==> config.mk <==
export PLATFORM = sky130hd
export DESIGN_NAME = td4_step_ctrl
export DESIGN_NICKNAME = d
export VERILOG_FILES = /design/src/rtl/td4_step_ctrl.sv
export SDC_FILE = /design/constraint.sdc
export NUM_CORES = 1
export LEC_CHECK = 0
export BUFFER_PORTS_ARGS = -buffer_cell sky130_fd_sc_hd__buf_2
export CORE_MARGIN = 2
export CORE_UTILIZATION = 50
export CTS_BUF_LIST = sky130_fd_sc_hd__clkbuf_2
export DETAILED_ROUTE_END_ITERATION = 7
export PLACE_DENSITY = 0.66
export RECOVER_POWER = 50
export SYNTH_ARGS = -nofsm -noshare
export SYNTH_HDL_FRONTEND = slang
export SYNTH_SLANG_ARGS = --single-unit
==> constraint.sdc <==
create_clock -name CLK -period 5 [get_ports CLK]
set_clock_uncertainty 0.05 [all_clocks]
set_input_delay 1 -clock CLK [delete_from_list [all_inputs] [get_ports CLK]]
set_output_delay 1 -clock CLK [all_outputs]
set_load 0.02 [all_outputs]
==> src/rtl/td4_step_ctrl.sv <==
// rtl/td4_step_ctrl.sv - TD4 key debounce and RUN/STEP CPU clock controller (optional TD4_STEP_COUNT_EN adds STEP_COUNT)
module td4_step_ctrl #(
    parameter int DIV_W        = 23,
    parameter int DEB_CYCLES   = 240000,
    parameter int LONG_CYCLES  = 24000000,
    parameter int PULSE_CYCLES = 12
) (
    input  logic       CLK,
    input  logic       RESET,
    input  logic       KEY,
    output logic       CPU_CLK,
    output logic       KEY_LEVEL,
    output logic       MODE,
    output logic       BUSY
`ifdef TD4_STEP_COUNT_EN
    ,
    output logic [7:0] STEP_COUNT
`endif
);

    localparam int DEB_W  = $clog2(DEB_CYCLES + 1);
    localparam int HOLD_W = $clog2(LONG_CYCLES + 1);
    localparam int PUL_W  = $clog2(PULSE_CYCLES + 1);

    localparam logic [DEB_W-1:0]  DEB_LAST  = DEB_W'(DEB_CYCLES - 1);
    localparam logic [HOLD_W-1:0] HOLD_PRE  = HOLD_W'(LONG_CYCLES - 1);
    localparam logic [HOLD_W-1:0] HOLD_MAX  = HOLD_W'(LONG_CYCLES);
    localparam logic [PUL_W-1:0]  PUL_LAST  = PUL_W'(PULSE_CYCLES - 1);

    localparam logic [2:0] S_RUN   = 3'd0;
    localparam logic [2:0] S_IDLE  = 3'd1;
    localparam logic [2:0] S_ARMED = 3'd2;
    localparam logic [2:0] S_PULSE = 3'd3;
    localparam logic [2:0] S_LONG  = 3'd4;

    logic              key_meta;
    logic              key_s;
    logic [DEB_W-1:0]  deb_cnt;
    logic              key_prev;
    logic [HOLD_W-1:0] hold_cnt;
    logic              long_evt;
    logic [2:0]        state;
    logic [DIV_W-1:0]  div;
    logic [PUL_W-1:0]  pulse_cnt;
    logic              rise;
    logic              fall;

    assign rise = KEY_LEVEL & ~key_prev;
    assign fall = ~KEY_LEVEL & key_prev;

    // Two-flop synchroniser; KEY is active-low so invert on the way in
    always_ff @(posedge CLK or posedge RESET) begin
        if (RESET) begin
            key_meta <= 1'b0;
            key_s    <= 1'b0;
        end else begin
            key_meta <= ~KEY;
            key_s    <= key_meta;
        end
    end

    // Accept a new key level only after DEB_CYCLES consecutive differing samples
    always_ff @(posedge CLK or posedge RESET) begin
        if (RESET) begin
            deb_cnt   <= '0;
            KEY_LEVEL <= 1'b0;
        end else if (key_s != KEY_LEVEL) begin
            if (deb_cnt == DEB_LAST) begin
                KEY_LEVEL <= key_s;
                deb_cnt   <= '0;
            end else begin
                deb_cnt <= deb_cnt + 1'b1;
            end
        end else begin
            deb_cnt <= '0;
        end
    end

    // Previous debounced level for edge detection
    always_ff @(posedge CLK or posedge RESET) begin
        if (RESET) key_prev <= 1'b0;
        else       key_prev <= KEY_LEVEL;
    end

    // Press duration counter; saturation guarantees a single long_evt per press
    always_ff @(posedge CLK or posedge RESET) begin
        if (RESET) begin
            hold_cnt <= '0;
            long_evt <= 1'b0;
        end else if (!KEY_LEVEL) begin
            hold_cnt <= '0;
            long_evt <= 1'b0;
        end else begin
            long_evt <= (hold_cnt == HOLD_PRE);
            if (hold_cnt != HOLD_MAX) hold_cnt <= hold_cnt + 1'b1;
        end
    end

    // Mode FSM and CPU clock generation; every mode change drives CPU_CLK low
    always_ff @(posedge CLK or posedge RESET) begin
        if (RESET) begin
            state     <= S_RUN;
            div       <= '0;
            pulse_cnt <= '0;
            CPU_CLK   <= 1'b0;
            MODE      <= 1'b0;
            BUSY      <= 1'b0;
        end else begin
            case (state)
                S_RUN: begin
                    if (long_evt) begin
                        MODE    <= 1'b1;
                        state   <= S_LONG;
                        div     <= '0;
                        CPU_CLK <= 1'b0;
                    end else if (KEY_LEVEL) begin
                        div     <= '0;
                        CPU_CLK <= 1'b0;
                    end else begin
                        div     <= div + 1'b1;
                        CPU_CLK <= div[DIV_W-1];
                    end
                end
                S_IDLE: begin
                    CPU_CLK <= 1'b0;
                    BUSY    <= 1'b0;
                    if (rise) state <= S_ARMED;
                end
                S_ARMED: begin
                    CPU_CLK <= 1'b0;
                    if (long_evt) begin
                        MODE  <= 1'b0;
                        state <= S_LONG;
                    end else if (fall) begin
                        state     <= S_PULSE;
                        pulse_cnt <= '0;
                        CPU_CLK   <= 1'b1;
                        BUSY      <= 1'b1;
                    end
                end
                S_PULSE: begin
                    if (pulse_cnt == PUL_LAST) begin
                        CPU_CLK <= 1'b0;
                        BUSY    <= 1'b0;
                        state   <= S_IDLE;
                    end else begin
                        pulse_cnt <= pulse_cnt + 1'b1;
                    end
                end
                S_LONG: begin
                    CPU_CLK <= 1'b0;
                    if (fall) begin
                        if (MODE) begin
                            state <= S_IDLE;
                        end else begin
                            state <= S_RUN;
                            div   <= '0;
                        end
                    end
                end
                default: begin
                    state   <= S_RUN;
                    CPU_CLK <= 1'b0;
                    BUSY    <= 1'b0;
                end
            endcase
        end
    end

`ifdef TD4_STEP_COUNT_EN
    logic cpu_clk_d;

    // Count CPU clock rising edges in either mode, wrapping at 8 bits
    always_ff @(posedge CLK or posedge RESET) begin
        if (RESET) begin
            cpu_clk_d  <= 1'b0;
            STEP_COUNT <= 8'd0;
        end else begin
            cpu_clk_d <= CPU_CLK;
            if (CPU_CLK && !cpu_clk_d) STEP_COUNT <= STEP_COUNT + 8'd1;
        end
    end
`else
`endif

endmodule

Word level (Yosys, flattened, before mapping)
Index checks and enable logic that the tools add are counted.
{"block": "op_classes", "add_sub_neg": 4, "n_eq_ne": 20, "n_mux": 34, "bitwise": 6, "reduce_logical": 11}
{"op": "23-bit two-way mux", "n": 4}
{"op": "25-bit two-way mux", "n": 2}
{"op": "23-bit one-hot mux with 2 select lines", "n": 1}
{"op": "18-bit two-way mux", "n": 2}
{"op": "25-bit by 1-bit adder with 25-bit output, second input constant", "n": 1}
{"op": "25-bit == test, second input constant", "n": 1}
{"op": "25-bit inequality test, second input constant", "n": 1}
{"op": "23-bit by 1-bit adder with 23-bit output, second input constant", "n": 1}
{"op": "18-bit by 1-bit adder with 18-bit output, second input constant", "n": 1}
{"op": "18-bit == test, second input constant", "n": 1}
{"op": "3-bit two-way mux", "n": 6}
{"op": "2-bit inequality test, second input constant", "n": 9}
{"op": "3-bit one-hot mux with 5 select lines", "n": 1}
{"op": "4-bit two-way mux", "n": 3}
{"op": "1-bit two-way mux", "n": 11}
{"op": "4-bit one-hot mux with 2 select lines", "n": 1}
{"op": "4-bit AND reduction", "n": 2}
{"op": "3-bit by 2-bit == test with 1-bit output, second input constant", "n": 2}
{"op": "1-bit one-hot mux with 3 select lines", "n": 2}
{"op": "3-bit AND reduction", "n": 2}
{"op": "2-bit nonzero test", "n": 3}
{"op": "5-bit AND reduction", "n": 1}
{"op": "4-bit by 1-bit adder with 4-bit output, second input constant", "n": 1}
{"op": "4-bit == test, second input constant", "n": 1}
{"op": "11 further kinds", "n": 15}
{"block": "word_totals", "input_bits": 3, "out_inout_bits": 4, "elab_cells": 88, "reg_bits": 81}

Longest topological paths before layout
Gate-level depths: netlist of the first run.
{"block": "depth", "word_depth": 5, "mapped_depth": 7, "depth_no_buf": 6}

Worst setup path after synthesis of the first run
OpenSTA, ideal clock, no wires.
{"block": "synth_timing", "path_type": "register to register", "startpoint": "register hold_cnt[0]", "endpoint": "register hold_cnt[24]", "arrival_ns": 1.679, "setup_ns": 0.140, "slack_ns": 3.132, "required_ns": 4.810, "period_less_slack_ns": 1.868, "path_stages_with_launch": 6, "n_path_buf": 0, "path_cell_list": "dfrtp_1 > ha_1 > nand4_1 > or4_4 > o311ai_0 > o41ai_1"}
{"block": "synth_via", "elab_chain_len": 3, "word_cells_on_any_way": 5, "classes_between": "add/sub: 1; eq/ne: 2; mux: 2"}
{"element": "start, declared", "line_no": "40", "text": "logic [HOLD_W-1:0] hold_cnt;"}
{"element": "start signal, assigned", "line_no": "95", "text": "if (hold_cnt != HOLD_MAX) hold_cnt <= hold_cnt + 1'b1;"}
{"element": "25-bit by 1-bit adder with 25-bit output", "line_no": "95"}
{"element": "25-bit two-way mux", "line_no": "95"}
{"element": "25-bit two-way mux", "line_no": "90", "text": "end else if (!KEY_LEVEL) begin"}
Several ways; a longest one is shown, not always the timed one. The select of a mux whose other input is x is not followed.
A chain may end at the register's enable or synchronous reset.

Worst setup path in the final report of the first run
{"block": "layout_timing", "startpoint": "register KEY_LEVEL", "endpoint": "output port KEY_LEVEL"}
{"element": "start, declared", "line_no": "12", "text": "output logic KEY_LEVEL,"}
{"element": "start signal, assigned", "line_no": "69", "text": "KEY_LEVEL <= key_s;"}
No word-level cell between the ends.

==> key figures, run 1 <==
Run status
  – Status: finished, violations left
  – Failing checks: capacitance limit, slew limit

Route
  – Iteration-0 DRC count of the detailed router: about 110
  – Final WL: approximately 7900 µm
  – Vias per cell: 5.824
  – ANT nets after route: 0
  – DR pass1 iterations: 4
  – Via count: 3,302
  – DRC: 0
  – WL/cell: ~14 µm

CTS
  – Root buffer cell: clkbuf_2
  – CTS tree: built
  – Post-CTS Setup Bufs: 0
  – Worst skew pair latency: 0.49 ns
  – H-tree depth: 3
  – Post-CTS Hold Buffers: 0
  – Clock-pin transition on the worst setup and hold timing paths: 0.20 ns
  – Max clock buf depth: 2
  – Total clock sinks: 81
  – Total CTS buffers: 9
  – PostCTS Resize Cnt: 0

Logic synthesis
  – Largest cells by area after synthesis: dfrtp_1 (47%), a21oi_1 (3.6%), nand2_1 (3.2%), nor2_1 (3.0%), xnor2_1 (3.0%)
  – Main combinational cell family by area after synthesis: simple AND/OR/NAND/NOR gates
  – Compound-Gate Fraction of Synth Area: roughly 13%
  – Post-synth EDFFs: 0
  – Share of flip-flops with an asynchronous set or reset: 100.0%
  – Seq cells post-synth: 81
  – Post-Syn Area per Cell: 9.475 µm²
  – Post-synthesis adder-cell area fraction: 1.448%
  – Simple-Gate Fraction of Synth Area: 26.96%
  – Ys Warns: 0
  – Cell count after synthesis: 456
  – Post-Synthesis Net Count: 464
  – Most common cell in the netlist: dfrtp_1
  – XOR/XNOR share of the synthesized area: 5.068%
  – Yosys top cell by area: dfrtp_1
  – Post-synth top area share: 46.92%
  – Main synth FF type: dfrtp_1
  – Synth cell types: between 50 and 60
  – Post-synthesis sequential area ratio: 46.92%
  – Mapped Area: 0.004320 mm²
  – Post-synthesis mux area share: 3.330%
  – Post-synth top cells: dfrtp_1 (81), nand2_1 (37), nor2_1 (35)

Timing
  – Final Setup Violations: 0
  – Setup TNS: 0 ns
  – Slew @ Worst Pin: 2.082 ns
  – RSZ-0062 raised after global routing: false
  – Slew headroom: -39.58%
  – Final worst path period share: 49.73%
  – Period minus WS final: 2.486 ns
  – Fin Hold WS: 0.3260 ns
  – Final Hold Fails: 0
  – Max-slew violation count: 49
  – Max Clock Freq: 402.2 MHz

Place
  – I/O Buffers: 6
  – Routability cong.: 0.7586
  – Post-Place Cells: 551
  – Hpwl dp: 5379 µm

GRT
  – Global-route wire length before repair: around 14,000 µm
  – Antenna violations before repair: 0
  – Remaining Overflow, GRT: 0
  – Vias in the first global route: 3,104
  – Gr usage total: approximately 18%
  – Pin count of the biggest net entering global routing: 49

Cells and area
  – # nets final: 465
  – Footprint of the multi-input gates: 0.002143 mm²
  – Fillers: 742
  – Layout cells sized above 1: 8.225%
  – Area growth syn-to-layout: 5.358%
  – Storage cell area: 0.002027 mm²
  – Non-Filler Instances: 567
  – # diodes: 0

Flow run
  – MaxCap Viol Count: 1

Critical path
  – Crit-path max cell delay: roughly 0.7 ns
  – Cell family contributing the most delay on the critical path: flip-flops
  – Crit path kind: reg -> out
  – CP Capture Type: output pin
  – Critical Path RT: about 4.0 ns
  – Max FO, Critical Path: 17
  – Arr. time, crit path: 1.44 ns
  – Crit path buf inv count: 1
  – CP cell instances: buf_2
  – Worst path slowest cell: dfrtp_1
  – Startpoint types: flop

Power
  – Leakage: 1.790 nW
  – PwrDens: around 230 mW/mm²
  – VDD IR-drop max: 0.1480 mV

Floorplanning
  – I/O pin count: 7
  – Die width: 96.96 µm
  – Row count: 33
  – Core area: 0.008299 mm²
  – Starting Density: 52.06%
  – Die height: 96.96 µm
  – DIE AREA: 0.009400 mm²

Hold path
  – HP Class: reg -> reg
==> cells in the final DEF, fill, tap and decap left out, types with 3 or more instances in the layout <==
cell,synthesis,final
a21oi_1,31,31
and2_1,6,5
and3_1,9,9
and4_1,7,7
buf_2,5,6
buf_4,0,3
clkbuf_2,2,10
dfrtp_1,81,81
ha_1,5,5
inv_1,17,16
mux2_2,3,3
mux2i_1,11,11
nand2_1,37,37
nand2b_1,4,4
nand3_1,22,22
nand3b_1,3,3
nand4_1,15,15
nor2_1,35,35
nor3_1,9,9
nor4_1,14,14
nor4b_1,3,3
o21ai_0,23,23
o21bai_1,4,4
o311ai_0,3,3
o31ai_1,13,13
or2_2,3,3
or3_1,8,8
or4_1,13,13
xnor2_1,15,15
xor2_1,10,10
==> power breakdown <==
group	switching (W)	total, W	leakage (nW)	internal [W]
sequential	0.00000268	0.000662	1.11	0.000659
clock	0.000219	0.000383	0.0732	0.000164
combinational	0.0000169	0.0000205	0.607	0.00000359
total	0.000239	0.00107	1.79	0.000827
==> through the flow <==
stage                     util, %  worst slack, ns   power, W  instance area [µm²]
after CTS                   54.88            2.480   0.001081                 4554
after floorplan                 -            1.870  0.0006880                 4320
after global placement      53.28            2.787  0.0006948                 4422
after global routing        54.85            2.314   0.001110                 4552
final                       54.85            2.514   0.001065                 4552
after detailed placement    53.28            2.786  0.0006950                 4422
==> worst paths after layout <==
kind	startpoint	end	slack, ns	cells after the start
hold reg to reg	key_meta	key_s	0.33	0
max in group asynchronous	RESET	deb_cnt[3]	2.71	3
hold / removal	key_meta	key_s	0.33	0
setup reg to reg	hold_cnt[0]	hold_cnt[22]	2.76	5
min in group asynchronous	RESET	div[17]	0.96	2
setup / recovery	KEY_LEVEL	KEY_LEVEL	2.51	1
==> area by class of cell <==
cell class | instances | area share [%]
clock inverter | 6 | 1.814
multi-input combinational | 339 | 47.09
inverter | 17 | 1.429
timing repair buffer | 9 | 1.154
clock buffer | 10 | 1.100
sequential | 81 | 44.53
tap | 105 | 2.886
==> per-layer routing <==
metal	global-route usage (%)	up-vias	share of wire, %
met1	25.66	1568	52
met5	0	-	0
li1	-	1671	-
met4	5.850	0	1.3
met2	27.72	54	44
met3	2.890	9	2.9
==> sequential cells by signal, summed over array words and instances (netlist names) <==
name	flops
BUSY	1
CPU_CLK	1
KEY_LEVEL	1
MODE	1
deb_cnt	18
div	23
hold_cnt	25
key_meta	1
key_prev	1
key_s	1
long_evt	1
pulse_cnt	4
state	3
==> logic make-up (layout without fill, tap and decap cells) <==
logic type	Yosys count	after routing
flops	81	81
fa+ha+maj	5	5
compound gates	91	91
xor+xnor	25	25
mux	14	14
simple gates	204	204
buf+inv	36	42
Note: power is estimated with default switching activity, not from simulation.
==> inputs of run 2 (changes only) <==
==> constraint.sdc (replaced) <==
create_clock -name CLK -period 2.4 [get_ports CLK]
set_clock_uncertainty 0.05 [all_clocks]
set_input_delay 0.48 -clock CLK [delete_from_list [all_inputs] [get_ports CLK]]
set_output_delay 0.48 -clock CLK [all_outputs]
set_load 0.02 [all_outputs]
==> run 2 against run 1 <==
  * The run now ends clean
  * Hold slack worse by 0.26 ns
  * Largest cell class unchanged
  * Cell count is 1.8% higher
  * Global-route usage is 0.80 points higher
  * Flip-flop and latch count stayed put
  * Total power is 110% higher
  * Wire length is 5.1% higher
  * Combinational power is 130% higher
  * Via count is 2.6% higher
  * Core utilization is 0.86 points higher
  * First-iteration DRC count is 8.1% lower
  * Cell area is 1.6% higher
  * Die area stayed put
==> key figures, run 2 (synthesis gave the netlist of run 1 again) <==
Run status
  – Status: completed

GRT
  – Gr usage total: 18.65% (+0.80 points)
  – Global-route wire length before repair: 14,860 µm (+4.5%)
  – Pin count of the biggest net entering global routing: 32 (-35%)
  – Vias in the first global route: 3,236 (+4.3%)
  – Antenna violations before repair: 0 (unchanged)
  – Remaining Overflow, GRT: 0 (unchanged)

Route
  – ANT nets after route: 0 (unchanged)
  – DRC: 0 (unchanged)
  – Iteration-0 DRC count of the detailed router: 102 (-8.1%)
  – DR pass1 iterations: 4 (unchanged)
  – Final WL: 8343 µm (+5.1%)
  – WL/cell: 14.46 µm (+3.3%)
  – Vias per cell: 5.873 (+0.86%)
  – Via count: 3,389 (+2.6%)

Timing
  – RSZ-0062 raised after global routing: false
  – Final Hold Fails: 0 (unchanged)
  – Period minus WS final: 2.131 ns
  – Slew @ Worst Pin: 1.058 ns (-1.024 ns)
  – Final worst path period share: 88.80%
  – Final Setup Violations: 0 (unchanged)
  – Slew headroom: 29.45% (+69 points)
  – Max-slew violation count: 0 (-100%)
  – Setup TNS: 0 ns (unchanged)
  – Max Clock Freq: 469.2 MHz

Flow run
  – MaxCap Viol Count: 0 (-1)

Floorplanning
  – DIE AREA: 0.009400 mm² (unchanged)
  – Core area: 0.008299 mm² (unchanged)
  – Row count: 33 (unchanged)
  – Starting Density: 52.06% (unchanged)
  – Die height: 96.96 µm (unchanged)
  – Die width: 96.96 µm (unchanged)
  – I/O pin count: 7 (unchanged)

Place
  – Hpwl dp: 5807 µm (+8.0%)
  – Placed inst area: 0.004504 mm² (+1.9%)
  – Routability cong.: 0.8245 (+8.7%)
  – I/O Buffers: 6 (unchanged)

Power
  – Power Total: 0.002243 W (+110%)
  – PwrDens: 485.1 mW/mm² (+110%)
  – Leakage: 1.842 nW (+2.9%)
  – VDD IR-drop max: 0.2900 mV (+96%)

Critical path
  – R2R Setup Slk: 0.27 ns (-2.49 ns)
  – CP cell instances: inv_1 > o21ai_2 > nor2_1 > a21oi_1
  – Crit path kind: reg -> reg
  – Max FO, Critical Path: 30 (+13)
  – Worst path slowest cell: o21ai_2
  – Arr. time, crit path: 2.53 ns (+1.09 ns)
  – CP Capture Type: flop
  – Crit-path max cell delay: 0.85 ns (+0.15 ns)
  – Critical Path RT: 2.79 ns (-1.16 ns)
  – Startpoint types: flop

Cells and area
  – Layout cells sized above 1: 9.958% (+1.7 points)
  – Area growth syn-to-layout: 7.008%
  – # diodes: 0 (unchanged)
  – Max reg flops: 25 (unchanged)
  – Final instance area: 0.004623 mm² (+1.6%)
  – Commonest non-fill, non-tap cells in the layout: dfrtp_1 (81), nand2_1 (37), nor2_1 (35), a21oi_1 (31), o21ai_0 (23)
  – Biggest regs: hold_cnt (25), div (23), deb_cnt (18)
  – Most common cell after layout, fill and taps aside: dfrtp_1
  – Most flops, register: hold_cnt
  – # nets final: 475 (+2.2%)

CTS
  – Worst skew pair latency: 0.50 ns (about the same)
  – Max clock buf depth: 2 (unchanged)
  – Total CTS buffers: 9 (unchanged)
  – Clock-pin transition on the worst setup and hold timing paths: 0.23 ns (+0.03 ns)
  – Root buffer cell: clkbuf_2
  – PostCTS Resize Cnt: 0 (unchanged)
  – H-tree depth: 3 (unchanged)
  – Total clock sinks: 81 (unchanged)
  – CTS tree: built

Hold path
  – HP Class: in -> reg
run 2: what timing repair did:
action	in CTS	in global routing
hold endpoints to repair	20	0
hold buffers	1	0
buffers inserted	0	0
run 2: worst max-delay path: cells and delay by family (launching register included):
family                 cells  cell delay, ns
AO/OA/AOI/OAI              2            1.06
buffers and inverters      1            0.13
flip-flops                 1            0.55
AND/OR/NAND/NOR            1            0.31
run 2: layout make-up:
| class | instances | area [µm²] |
|---|---|---|
| Tap cell | 105 | 131.4 |
| Clock buffer | 12 | 60.06 |
| Inverter | 17 | 65.06 |
| Fill cell | 756 | 3676 |
| Clock inverter | 4 | 77.57 |
| Sequential cell | 81 | 2027 |
| Timing Repair Buffer | 19 | 116.4 |
| Multi-Input combinational cell | 339 | 2146 |
run 2: metal layers:
metal,part of all wire [%],global-route usage (%),vias up
li1,-,-,1702
met4,1.5,7.042,0
met3,2.6,2.601,10
met1,50,25.62,1627
met2,46,30.13,50
met5,0,0,-
run 2: final timing paths:
| kind | cells after the start | startpoint | to |
|---|---|---|---|
| max in group asynchronous | 4 | RESET | div[7] |
| worst min-delay path | 2 | KEY | key_meta |
| worst max register to register | 4 | state[2] | div[22] |
| worst max-delay path | 4 | state[2] | div[22] |
| worst min register to register | 0 | key_meta | key_s |
| min in group asynchronous | 3 | RESET | div[17] |
run 2: stage by stage:
stage	cells	hold WS (ns)	util, %	setup WS (ns)
after global placement	560	0.2815	54.27	0.4074
after detailed placement	560	0.2871	54.27	0.3094
after floorplan	456	0.2812	-	0.5317
after global routing	577	0.005691	55.71	0.07566
final	577	0.06178	55.71	0.2687
after CTS	577	0.01265	56.05	0.3033
run 2: power breakdown:
| part | internal, W | leakage [nW] | switching, W |
|---|---|---|---|
| Combinational | 0.0000111 | 0.645 | 0.0000367 |
| Sequential | 0.00137 | 1.11 | 0.00000559 |
| Clock | 0.000363 | 0.0863 | 0.000454 |
| Total | 0.00175 | 1.84 | 0.000496 |
